### src/rtl/load_rr_arbiter_pkg.sv
// Shared constants and types for the round-robin load arbiter.
// Lane count, state encoding and the legal range of the hold limit.
package load_rr_arbiter_pkg;

  localparam int N_REQ = 4;
  localparam int SEL_W = 2;

  localparam int HOLD_MIN = 1;
  localparam int HOLD_MAX = 15;

  typedef enum logic {
    ST_IDLE  = 1'b0,
    ST_GRANT = 1'b1
  } state_t;

  // Lane after p in the rotation.
  function automatic logic [SEL_W-1:0] next_lane(input logic [SEL_W-1:0] p);
    return p + 2'd1;
  endfunction

endpackage

### src/rtl/DMux4Way.sv
// Four-way demultiplexer: routes in to output a/b/c/d chosen by sel.
module DMux4Way (
  input  logic       in,
  input  logic [1:0] sel,
  output logic       a,
  output logic       b,
  output logic       c,
  output logic       d
);

  assign a = in & (sel == 2'd0);
  assign b = in & (sel == 2'd1);
  assign c = in & (sel == 2'd2);
  assign d = in & (sel == 2'd3);

endmodule

### src/rtl/load_rr_arbiter_rr_pick4.sv
// Combinational round-robin pick: first requesting lane scanning
// ptr, ptr+1, ptr+2, ptr+3 (mod 4).
module rr_pick4
  import load_rr_arbiter_pkg::*;
(
  input  logic [N_REQ-1:0] req,
  input  logic [SEL_W-1:0] ptr,
  output logic [SEL_W-1:0] pick,
  output logic             any
);

  logic [SEL_W-1:0] idx [N_REQ];
  logic [N_REQ-1:0] hit;

  // hit[k] means the lane k steps after ptr is requesting.
  for (genvar gi = 0; gi < N_REQ; gi++) begin : g_scan
    assign idx[gi] = ptr + SEL_W'(gi);
    assign hit[gi] = req[idx[gi]];
  end

  always_comb begin
    pick = '0;
    for (int i = N_REQ - 1; i >= 0; i--) begin
      if (hit[i]) begin
        pick = idx[i];
      end
    end
  end

  assign any = |req;

endmodule

### src/rtl/load_rr_arbiter.sv
// Round-robin arbiter sharing one write path between four requesters,
// with a per-grant burst limit of HOLD consecutive load cycles.
module load_rr_arbiter
  import load_rr_arbiter_pkg::*;
#(
  parameter int WIDTH = 16,
  parameter int HOLD  = 1
) (
  input  logic                   clk,
  input  logic                   reset,
  input  logic [N_REQ-1:0]       req,
  input  logic [N_REQ*WIDTH-1:0] wdata,
  output logic [N_REQ-1:0]       gnt,
  output logic [SEL_W-1:0]       sel,
  output logic                   load,
  output logic [WIDTH-1:0]       out,
  output logic                   busy
);

  localparam logic [3:0] CNT_INIT = 4'(HOLD - 1);

  state_t           state_reg;
  logic [SEL_W-1:0] ptr_reg;
  logic [3:0]       cnt_reg;
  logic [SEL_W-1:0] sel_reg;
  logic             load_reg;
  logic [WIDTH-1:0] out_reg;

  logic [WIDTH-1:0] lane [N_REQ];
  logic [SEL_W-1:0] scan_ptr;
  logic [SEL_W-1:0] pick;
  logic             any;
  logic             keep;

  for (genvar gi = 0; gi < N_REQ; gi++) begin : g_lane
    assign lane[gi] = wdata[gi*WIDTH +: WIDTH];
  end

  // On release the rescan must already use the rotated pointer, so the
  // next grant follows on the same edge without a bubble.
  assign scan_ptr = (state_reg == ST_GRANT) ? next_lane(sel_reg) : ptr_reg;
  assign keep     = req[sel_reg] && (cnt_reg != 4'd0);

  rr_pick4 u_pick (
    .req  (req),
    .ptr  (scan_ptr),
    .pick (pick),
    .any  (any)
  );

  always_ff @(posedge clk) begin
    if (reset) begin
      state_reg <= ST_IDLE;
      ptr_reg   <= '0;
      cnt_reg   <= '0;
      sel_reg   <= '0;
      load_reg  <= 1'b0;
      out_reg   <= '0;
    end else begin
      case (state_reg)
        ST_IDLE: begin
          if (any) begin
            sel_reg   <= pick;
            load_reg  <= 1'b1;
            out_reg   <= lane[pick];
            cnt_reg   <= CNT_INIT;
            state_reg <= ST_GRANT;
          end else begin
            load_reg <= 1'b0;
          end
        end
        ST_GRANT: begin
          if (keep) begin
            load_reg <= 1'b1;
            out_reg  <= lane[sel_reg];
            cnt_reg  <= cnt_reg - 4'd1;
          end else begin
            ptr_reg <= next_lane(sel_reg);
            if (any) begin
              sel_reg  <= pick;
              load_reg <= 1'b1;
              out_reg  <= lane[pick];
              cnt_reg  <= CNT_INIT;
            end else begin
              // sel and out hold their last values while idle.
              load_reg  <= 1'b0;
              state_reg <= ST_IDLE;
            end
          end
        end
        default: begin
          state_reg <= ST_IDLE;
          load_reg  <= 1'b0;
        end
      endcase
    end
  end

  DMux4Way u_gnt (
    .in  (load_reg),
    .sel (sel_reg),
    .a   (gnt[0]),
    .b   (gnt[1]),
    .c   (gnt[2]),
    .d   (gnt[3])
  );

  assign sel  = sel_reg;
  assign load = load_reg;
  assign out  = out_reg;
  assign busy = (state_reg == ST_GRANT);

endmodule
### config.mk
export PLATFORM = sky130hd
export DESIGN_NAME = load_rr_arbiter
export DESIGN_NICKNAME = d
export VERILOG_FILES = /design/src/rtl/load_rr_arbiter_pkg.sv /design/src/rtl/DMux4Way.sv /design/src/rtl/load_rr_arbiter_rr_pick4.sv /design/src/rtl/load_rr_arbiter.sv
export SDC_FILE = /design/constraint.sdc
export NUM_CORES = 1
export LEC_CHECK = 0
export ABC_AREA = 1
export ABC_CLOCK_PERIOD_IN_PS = 2250
export CELL_PAD_IN_SITES_DETAIL_PLACEMENT = 2
export CELL_PAD_IN_SITES_GLOBAL_PLACEMENT = 2
export CORE_ASPECT_RATIO = 0.7
export CORE_UTILIZATION = 20
export DETAILED_ROUTE_END_ITERATION = 10
export PLACE_DENSITY = 0.89
export SLEW_MARGIN = 20
export SYNTH_ARGS = -nofsm -noshare
export SYNTH_HDL_FRONTEND = slang
export SYNTH_SLANG_ARGS = --single-unit
### constraint.sdc
create_clock -name clk -period 2.25 [get_ports clk]
set_input_delay 0.45 -clock clk [delete_from_list [all_inputs] [get_ports clk]]
set_output_delay 0.45 -clock clk [all_outputs]
set_load 0.02 [all_outputs]
# [After elaboration in Yosys (flattened, before gate mapping)]
# Cells that the tools add are included.
[op_classes] n_addsub=5 n_mux=33 n_bitwise=8 reduce_logical=5 n_lt_le_gt_ge=7 eq_ne=4
[op_table] cell="16-bit two-way mux" count=6
[op_table] cell="16-bit binary-select mux with 2-bit select" count=2
[op_table] cell="16-bit case mux with 2 select lines" count=1
[op_table] cell="2-bit by 3-bit less-than comparator with 1-bit output, second input constant" count=5
[op_table] cell="2-bit two-way mux" count=7
[op_table] cell="1-bit binary-select mux with 2-bit select" count=5
[op_table] cell="4-bit two-way mux" count=2
[op_table] cell="4-bit case mux with 2 select lines" count=1
[op_table] cell="1-bit two-way mux" count=7
[op_table] cell="3-bit >= comparator, second input constant" count=2
[op_table] cell="2-bit inverter with 3-bit output" count=2
[op_table] cell="2-bit by 1-bit adder with 2-bit output, second input constant" count=2
[op_table] cell="2-bit adder, second input constant" count=2
[op_table] cell="1-bit AND" count=4
[op_table] cell="2-bit equality test, second input constant" count=2
[op_table] cell="2-bit case mux with 2 select lines" count=1
[op_table] cell="4-bit nonzero test" count=1
[op_table] cell="4-bit OR reduction" count=1
[op_table] cell="4-bit by 1-bit subtractor with 4-bit output, second input constant" count=1
[op_table] cell="2-bit by 1-bit equality test with 1-bit output, second input constant" count=1
[op_table] cell="2-bit zero test" count=1
[op_table] cell="2-bit inequality test, second input constant" count=1
[op_table] cell="1-bit inverter" count=2
[op_table] cell="1-bit case mux with 2 select lines" count=1
[op_table] cell="other kinds (2)" count=2
[word_totals] in_bits=70 word_cells=67 output_inout_bits=24 register_bits=25

# [Logic depth before layout (Yosys ltp)]
# Gate-level depths: netlist of the first run.
[logic_depth] word_depth=16 mapped_depth=23 mapped_depth_nobuf=20

# [Modules after synthesis]
# Synthesis of the first run repeated with hierarchy kept, for this count alone.
[unflattened] hier_cells=475 area_unflattened_um2=2494.9
[by_module_without_submodules] module="load_rr_arbiter" instances=1 area_each_um2=2275.9 cells_each=421 seq_area_each_um2=500.5
[by_module_without_submodules] module="rr_pick4" instances=1 area_each_um2=188.9 cells_each=46 seq_area_each_um2=0.0
[by_module_without_submodules] module="DMux4Way" instances=1 area_each_um2=30.0 cells_each=8 seq_area_each_um2=0.0

# [Worst setup path before layout of the first run]
# Ideal clock, no wire load.
[synth_path] path_type="register to register" start="register sel_reg[0] (netlist: sel[0])" end="register out_reg[15] (netlist: out[15])" arrival_time_ns=2.407 required_ns=2.140 setup_slack_ns=-0.267 stages_incl_launch_ff=22 setup_time_ns=0.110 n_path_buf=3 path_cell_list="dfxtp_1 -> buf_4 -> inv_2 -> clkbuf_1 -> ha_1 -> inv_1 -> nand2_1 -> nand2_1 -> nand2_1 -> nand2_1 -> nand2_1 -> nand2_1 -> nand2_1 -> nand2_2 -> nand3_2 -> nand2_2 -> buf_4 -> nand2_1 -> nand3_1 -> nand3_1 -> nand2_1 -> inv_1"
[synth_between] elab_chain_len=16
[synth_lines] element="from (decl)" line="load_rr_arbiter.sv:25" text="logic [SEL_W-1:0] sel_reg;"
[synth_lines] element="from (signal assigned)" line="load_rr_arbiter.sv:63" text="sel_reg <= pick;"
[synth_lines] element="from (signal assigned)" line="load_rr_arbiter.sv:80" text="sel_reg <= pick;"
[synth_lines] element="2-bit by 1-bit adder with 2-bit output" line="load_rr_arbiter_pkg.sv:18" text="return p + 2'd1;"
[synth_lines] element="2-bit two-way mux" line="load_rr_arbiter.sv:41" text="assign scan_ptr = (state_reg == ST_GRANT) ? next_lane(sel_reg) : ptr_reg;"
[synth_lines] element="2-bit adder" line="load_rr_arbiter_rr_pick4.sv:17" text="assign idx[gi] = ptr + SEL_W'(gi);"
[synth_lines] element="1-bit binary-select mux with 2-bit select" line="load_rr_arbiter_rr_pick4.sv:18" text="assign hit[gi] = req[idx[gi]];"
[synth_lines] element="1-bit two-way mux (not written as such)" line="load_rr_arbiter_rr_pick4.sv:18"
[synth_lines] element="2-bit two-way mux (4 in a row)" line="load_rr_arbiter_rr_pick4.sv:24" text="if (hit[i]) begin"
[synth_lines] element="2-bit inverter with 3-bit output (not written as such)" line="load_rr_arbiter.sv:65, load_rr_arbiter.sv:82"
[synth_lines] element="16-bit binary-select mux with 2-bit select" line="load_rr_arbiter.sv:65, load_rr_arbiter.sv:82"
[synth_lines] element="16-bit two-way mux (not written as such) (2 in a row)" line="load_rr_arbiter.sv:65, load_rr_arbiter.sv:82"
[synth_lines] element="16-bit two-way mux" line="load_rr_arbiter.sv:62, load_rr_arbiter.sv:79"
[synth_lines] element="16-bit two-way mux" line="load_rr_arbiter.sv:73" text="if (keep) begin"
[synth_lines] element="16-bit case mux with 2 select lines (*)" line="load_rr_arbiter.sv:60" text="case (state_reg)"
[synth_lines] element="to (signal assigned)" line="load_rr_arbiter.sv:65" text="out_reg <= lane[pick];"
[synth_lines] element="to (signal assigned)" line="load_rr_arbiter.sv:75" text="out_reg <= lane[sel_reg];"
[synth_lines] element="to (signal assigned)" line="load_rr_arbiter.sv:82" text="out_reg <= lane[pick];"
[synth_lines] element="to (decl)" line="load_rr_arbiter.sv:27" text="logic [WIDTH-1:0] out_reg;"
# Every way passes the cells marked *; elsewhere a longest branch is shown, timed or not. The select of a mux whose other input is x is not followed.
# A chain may end at the register's enable or synchronous reset.

# [Worst setup path in the final report of the first run]
[layout_path] start="register sel_reg[0] (netlist: sel[0])" end="register out_reg[1] (netlist: out[1])"
# The elaborated chain is that of the path after synthesis.

==> flow_summary.ini, run 1 <==
[global_route]
grt_first_pass_wirelength_mm = 20.51
via_count_of_the_first_global_routing_pass = 3889
number_of_antenna_violations_at_the_first_check_in_global_routing = 0
global_route.usage.total_pct = 18.81
globalRoute.totalOverflow = 0
maximum_number_of_pins_on_one_net_before_global_route_repair = 50

[floorplanning]
initial_utilization_pct = 20.84
die-area_sq_um = 13590
dieHeight_um = 97.83
floorplan.die.width_um = 138.9
coreArea_sq_um = 12590
core.rowCount = 34
num_io_pins = 94

[synth]
synthDistinctLibCells = 32
synth.top_cell.area_share_pct = 19.07
yosys_warnings = 0
synthArstFlopShare_pct = 0
yosys_register_bits = 25
synth_top_cells_by_area = sky130_fd_sc_hd__dfxtp_1 (19%), sky130_fd_sc_hd__nand2_1 (17%), sky130_fd_sc_hd__inv_1 (11%), sky130_fd_sc_hd__nand3_1 (10%), sky130_fd_sc_hd__o21ai_0 (5.7%)
post_synth_edffs = 0
synth_top_cells_by_count = sky130_fd_sc_hd__nand2_1 (119), sky130_fd_sc_hd__inv_1 (79), sky130_fd_sc_hd__nand3_1 (53)
synth_cells = 455
syn_nets = 530
ys_dominant_reg_cell = sky130_fd_sc_hd__dfxtp_1
total_standard_cell_area_after_synthesis_sq_um = 2624
synth.most_common_cell = sky130_fd_sc_hd__nand2_1
sequential_area_share_after_synthesis_pct = 19.07
leading_area_contributor_after_synthesis = sky130_fd_sc_hd__dfxtp_1
postSynthAreaPerCell_sq_um = 5.767

[routing]
drc_errors = 5
routed_wirelength_mm = 13.37
drt-wirelength-per-cell_um = 18.32
via_per_inst = 4.856
drt_pass1_iterations = 7
drt_iter0_markers = 184
drtAntennaViolNets = 0
num_vias = 3545

[job]
number_of_maximum_capacitance_violations = 0

[clock_tree]
insertion_delay_ns = 0.27
cts_made_buffers = 3
cts_buffer_depth = 2
worst_setup_hold_path_clk_slew_ns = 0.07
tritoncts_num_sinks = 25
tritoncts_clock_tree = built
cts_h_tree_lvls = 1
clock_tree.root_cell = sky130_fd_sc_hd__clkbuf_16

[status]
outcome = finished, violations left
failed_checks = DRC, setup timing

[timing]
setup_failing_eps_final = 3
fin_worst_hold_slack_ns = 0.4700
timing.final.crit_share_pct = 100.9
hold_viol_final = 0
timing.final.ws_setup_ns = -0.02126
worstMarginPinSlew_ns = 0.4934
achievable-frequency_ghz = 0.4403
final-max-slew-violation-count = 0
max-slew-margin-rel_pct = 67.10
post-route-min-period_ns = 2.271
setup_repair_after_global_routing_missed_its_margin = true
fin_worst_skew_ns = 0.004080

[layout]
diode_count = 0
fill_cells = 1526
share_of_layout_cells_above_drive_strength_1_pct = 20.42
finalInstanceArea_sq_um = 4293
final_nets = 644
largest_reg_flops = 16
areaGrowthSynthToFinish_pct = 63.61

[hold_path]
worst_hold_path.num_cells = 1
timing.hold.worst.class = flop to flop

[placement]
detailedPlacementHpwl_mm = 9.714
dpl-instance-area_sq_um = 3916
placement.io_buffers = 93
routabilityCongestion = 0.8079

[setup_path]
start_kind = flop
critical_path_peak_fanout = 8
worstPathArrival_ns = 2.43
ff2ff_path_depth = 18
worstSetupEndpointType = flop
critical_path_required_ns = 2.41
timing.setup.critical_path_class = flop to flop

[power]
max-vdd-ir-drop_mv = 0.2813
power.static_leakage_nw = 2.084
power_density_nw_per_um2 = 956.1
finalPower_mw = 4.105
-- repair_timing --
action,4_1_cts,5_1_grt
hold endpoints to repair,0,0
setup buffers,2,2
gates resized for setup,19,47
hold buffers,0,0
cloned,1,1
pin swaps,3,13
endpoints found under the setup margin,19,19
-- kinds of logic (layout without fill, tap and decap cells) --
logic type                 Yosys count  after routing  synth area share (%)
and+or+nand+nor                    214            214                 37.01
xor gates and xnor gates             1              1                0.3339
DFF                                 25             25                 19.07
buffers and inverters              113            226                 18.93
adders and majority gates            5              5                 2.384
AOI/OAI and AO/OA                   97             97                 22.27
-- layout make-up --
cell class | instances | area [sq um] | share of cell area (%)
Clock buffer | 3 | 75.07 | 1.749
Clock inverter | 1 | 5.005 | 0.1166
Inverter | 84 | 322.8 | 7.520
Multi-Input combinational cell | 317 | 1808 | 42.12
Sequential cell | 25 | 509.2 | 11.86
Tap cell | 162 | 202.7 | 4.722
Timing Repair Buffer | 138 | 1370 | 31.91
-- critical path: stages (launching register included) --
cell and delay (ns):
sky130_fd_sc_hd__dfxtp_4 0.37, sky130_fd_sc_hd__inv_6 0.04, sky130_fd_sc_hd__ha_4 0.27, sky130_fd_sc_hd__inv_2 0.04, sky130_fd_sc_hd__nand2_2 0.08, sky130_fd_sc_hd__nand2_4 0.08, sky130_fd_sc_hd__nand2_2 0.08, sky130_fd_sc_hd__nand2_2 0.07
sky130_fd_sc_hd__nand2_4 0.08, sky130_fd_sc_hd__nand3_2 0.11, sky130_fd_sc_hd__nand2_4 0.11, sky130_fd_sc_hd__nand3_2 0.12, sky130_fd_sc_hd__nand2_4 0.16, sky130_fd_sc_hd__buf_6 0.14, sky130_fd_sc_hd__nand2_1 0.07, sky130_fd_sc_hd__nand3_2 0.09
sky130_fd_sc_hd__nand3_2 0.09, sky130_fd_sc_hd__nand2_1 0.08, sky130_fd_sc_hd__inv_1 0.06
-- cell usage in the layout (no fill, tap or decap), types with 8 or more instances in the layout --
cell type,instances
sky130_fd_sc_hd__a21oi_1,26
sky130_fd_sc_hd__buf_4,32
sky130_fd_sc_hd__buf_6,9
sky130_fd_sc_hd__clkdlybuf4s50_1,88
sky130_fd_sc_hd__dfxtp_1,22
sky130_fd_sc_hd__inv_1,77
sky130_fd_sc_hd__nand2_1,100
sky130_fd_sc_hd__nand2_2,21
sky130_fd_sc_hd__nand2_4,12
sky130_fd_sc_hd__nand3_1,45
sky130_fd_sc_hd__nand3_2,9
sky130_fd_sc_hd__nor2_1,18
sky130_fd_sc_hd__o211ai_1,8
sky130_fd_sc_hd__o21ai_0,28
-- layer usage --
layer,routed length [um],GRT usage [%],share of wire [%],vias to the layer above
met1,6407,25.36,48,1753
met2,6287,31.43,47,84
met5,0,0,0,-
met3,519,3.188,3.9,19
met4,157,4.017,1.2,0
li1,-,-,-,1689
-- where the power goes --
group | internal [mW] | total [mW] | switching [mW]
Clock | 0.241 | 0.427 | 0.186
Sequential | 0.574 | 0.681 | 0.107
Combinational | 1.30 | 3.00 | 1.70
Total | 2.11 | 4.10 | 1.99
-- stage by stage --
| stage | TNS [ns] | cells | util, % | worst slack, ns |
|---|---|---|---|---|
| CTS | -0.04605 | 727 | 32.49 | -0.02122 |
| global placement | -1.585 | 720 | 31.10 | -0.1295 |
| global route | -1.779 | 730 | 34.09 | -0.1467 |
| finish | -0.03077 | 730 | 34.09 | -0.02126 |
| floorplan | 0 | 455 | - | 0.009927 |
| detailed placement | -3.955 | 720 | 31.10 | -0.3231 |
-- path summary, 6_finish.rpt --
check	start	endpoint	slack, ns
hold / removal	cnt_reg[0]	cnt_reg[0]	0.47
setup reg to reg	sel[0]	out[1]	-0.02
hold reg to reg	cnt_reg[0]	cnt_reg[0]	0.47
setup / recovery	sel[0]	out[1]	-0.02
Power figures use the tool's default switching activity.
==> run 2, diff against run 1 <==
SLEW_MARGIN = 30   (was 20)
==> results of run 2 <==
No change in the layout: final DEF, timing and power equal those of run 1.
==> run 3, diff against run 2 <==
PLACE_DENSITY = 0.75   (was 0.89)
==> flow_summary.ini, run 3 (same netlist as run 1, synthesis figures left out) <==
[layout]
largest_reg_flops = 16
areaGrowthSynthToFinish_pct = 60.52
share_of_layout_cells_above_drive_strength_1_pct = 18.41
fill_cells = 1521
final_nets = 641
final_cells = 727
diode_count = 0
commonest_non_fill_non_tap_cell_in_the_layout = sky130_fd_sc_hd__nand2_1
finalInstanceArea_sq_um = 4212
most-common-layout-cells = sky130_fd_sc_hd__nand2_1 (104), sky130_fd_sc_hd__clkdlybuf4s50_1 (90), sky130_fd_sc_hd__inv_1 (77), sky130_fd_sc_hd__nand3_1 (51), sky130_fd_sc_hd__buf_4 (31)

[setup_path]
critical_path_required_ns = 2.41
start_kind = flop
worstSetupEndpointType = flop
worstPathArrival_ns = 2.40
timing.setup.critical_path_class = flop to flop
critical_path_peak_fanout = 4

[floorplanning]
die-area_sq_um = 13590
dieHeight_um = 97.83
coreArea_sq_um = 12590
floorplan.die.width_um = 138.9
core.rowCount = 34
initial_utilization_pct = 20.84
num_io_pins = 94

[power]
power.static_leakage_nw = 2.019
finalPower_mw = 3.935
power_density_nw_per_um2 = 934.4
max-vdd-ir-drop_mv = 0.3294

[timing]
setup_failing_eps_final = 0
timing.final.crit_share_pct = 99.22
fin_worst_skew_ns = 0.009660
hold_viol_final = 0
fin_worst_hold_slack_ns = 0.4708
achievable-frequency_ghz = 0.4479
timing.final.ws_setup_ns = 0.01745
final-max-slew-violation-count = 0
post-route-min-period_ns = 2.233
max-slew-margin-rel_pct = 69.82
worstMarginPinSlew_ns = 0.4522
setup_repair_after_global_routing_missed_its_margin = true

[clock_tree]
cts_h_tree_lvls = 1
tritoncts_num_sinks = 25
insertion_delay_ns = 0.28
tritoncts_clock_tree = built
cts_buffer_depth = 2
holdBufCountCts = 0
cts_made_buffers = 3
clock_tree.root_cell = sky130_fd_sc_hd__clkbuf_16
worst_setup_hold_path_clk_slew_ns = 0.08

[global_route]
grt_first_pass_wirelength_mm = 19.33
via_count_of_the_first_global_routing_pass = 3756
globalRoute.totalOverflow = 0
grt_use_met2_pct = 29.41
number_of_antenna_violations_at_the_first_check_in_global_routing = 0
grt-busiest-layer = met2
maximum_number_of_pins_on_one_net_before_global_route_repair = 51
groute.layer.met1.usage_pct = 24.67
global_route.usage.total_pct = 17.68
grtUsageMet3_pct = 2.697

[placement]
dpl-instance-area_sq_um = 3871
detailedPlacementHpwl_mm = 9.265
placement.io_buffers = 93
place_ws_ns = -0.2807
routabilityCongestion = 0.8399
placed_cells = 714

[routing]
drt-wirelength-per-cell_um = 16.96
drt_pass1_iterations = 9
drc_errors = 3
num_vias = 3434
via_per_inst = 4.724
routed_wirelength_mm = 12.33
drtAntennaViolNets = 0
drt_iter0_markers = 116

[status]
outcome = finished, violations left
failed_checks = DRC

[hold_path]
timing.hold.worst.class = flop to flop

[job]
number_of_maximum_capacitance_violations = 0
[run 3: cell count changes in the layout (fill, tap and decap cells not counted), moves of 2 or more]
cell,delta
sky130_fd_sc_hd__nand3_2,-6
sky130_fd_sc_hd__o21ai_0,+2
sky130_fd_sc_hd__buf_6,-4
sky130_fd_sc_hd__nand3_1,+6
sky130_fd_sc_hd__inv_4,+2
sky130_fd_sc_hd__clkdlybuf4s50_1,+2
sky130_fd_sc_hd__nand2_4,-5
sky130_fd_sc_hd__nand2_1,+4
[run 3: worst max-delay path: stages (launching register included)]
cell and delay (ns):
sky130_fd_sc_hd__dfxtp_4 0.37, sky130_fd_sc_hd__inv_4 0.04, sky130_fd_sc_hd__ha_4 0.28, sky130_fd_sc_hd__nand2_1 0.07, sky130_fd_sc_hd__nand2_2 0.12, sky130_fd_sc_hd__nand2_2 0.09
sky130_fd_sc_hd__nand2_2 0.08, sky130_fd_sc_hd__nand2_2 0.07, sky130_fd_sc_hd__buf_4 0.14, sky130_fd_sc_hd__nand3_1 0.07, sky130_fd_sc_hd__and2_4 0.16, sky130_fd_sc_hd__buf_6 0.12
sky130_fd_sc_hd__nor2_4 0.05, sky130_fd_sc_hd__buf_4 0.13, sky130_fd_sc_hd__buf_4 0.14, sky130_fd_sc_hd__o21ai_1 0.12, sky130_fd_sc_hd__inv_1 0.06
[run 3: report_power, final]
part | internal, mW | switching [mW] | leakage, nW | total (mW)
clock network | 0.243 | 0.206 | 0.0371 | 0.450
logic | 1.25 | 1.56 | 1.77 | 2.81
registers | 0.574 | 0.104 | 0.208 | 0.677
[run 3: routing by layer]
metal | share of wire (%) | wire length [um]
met1 | 51 | 6342
met5 | 0 | 0
met2 | 45 | 5582
met4 | 0.46 | 57
met3 | 2.8 | 349
[run 3: worst paths after layout]
kind,slack (ns),start,end,depth (start not counted)
setup / recovery,0.02,sel[0],sel[1],16
hold / removal,0.47,cnt_reg[0],cnt_reg[0],1
setup reg to reg,0.02,sel[0],sel[1],16
hold reg to reg,0.47,cnt_reg[0],cnt_reg[0],1
[run 3: timing repair]
item / in CTS / in global routing
gates resized for setup: 11 / 37
endpoints found under the setup margin: 15 / 21
setup buffers: 2 / 5
pin swaps: 1 / 18
gates cloned: 0 / 2
[run 3: stage by stage]
step,setup TNS [ns],utilization (%)
after CTS,-0.0001650,31.80
after floorplan,0,-
after detailed placement,-3.831,30.74
final,0,33.45
after global routing,-1.140,33.45
after global placement,-2.769,30.74
[run 3: cell type report]
cell class                      instances  area (sq um)  share of cell area [%]
Clock buffer                            3         75.07                   1.783
Clock inverter                          1         7.507                  0.1783
Inverter                               84         322.8                   7.665
Multi-Input combinational cell        317          1745                   41.44
Sequential cell                        25         509.2                   12.09
Tap cell                              162         202.7                   4.813
Timing Repair Buffer                  135          1349                   32.03
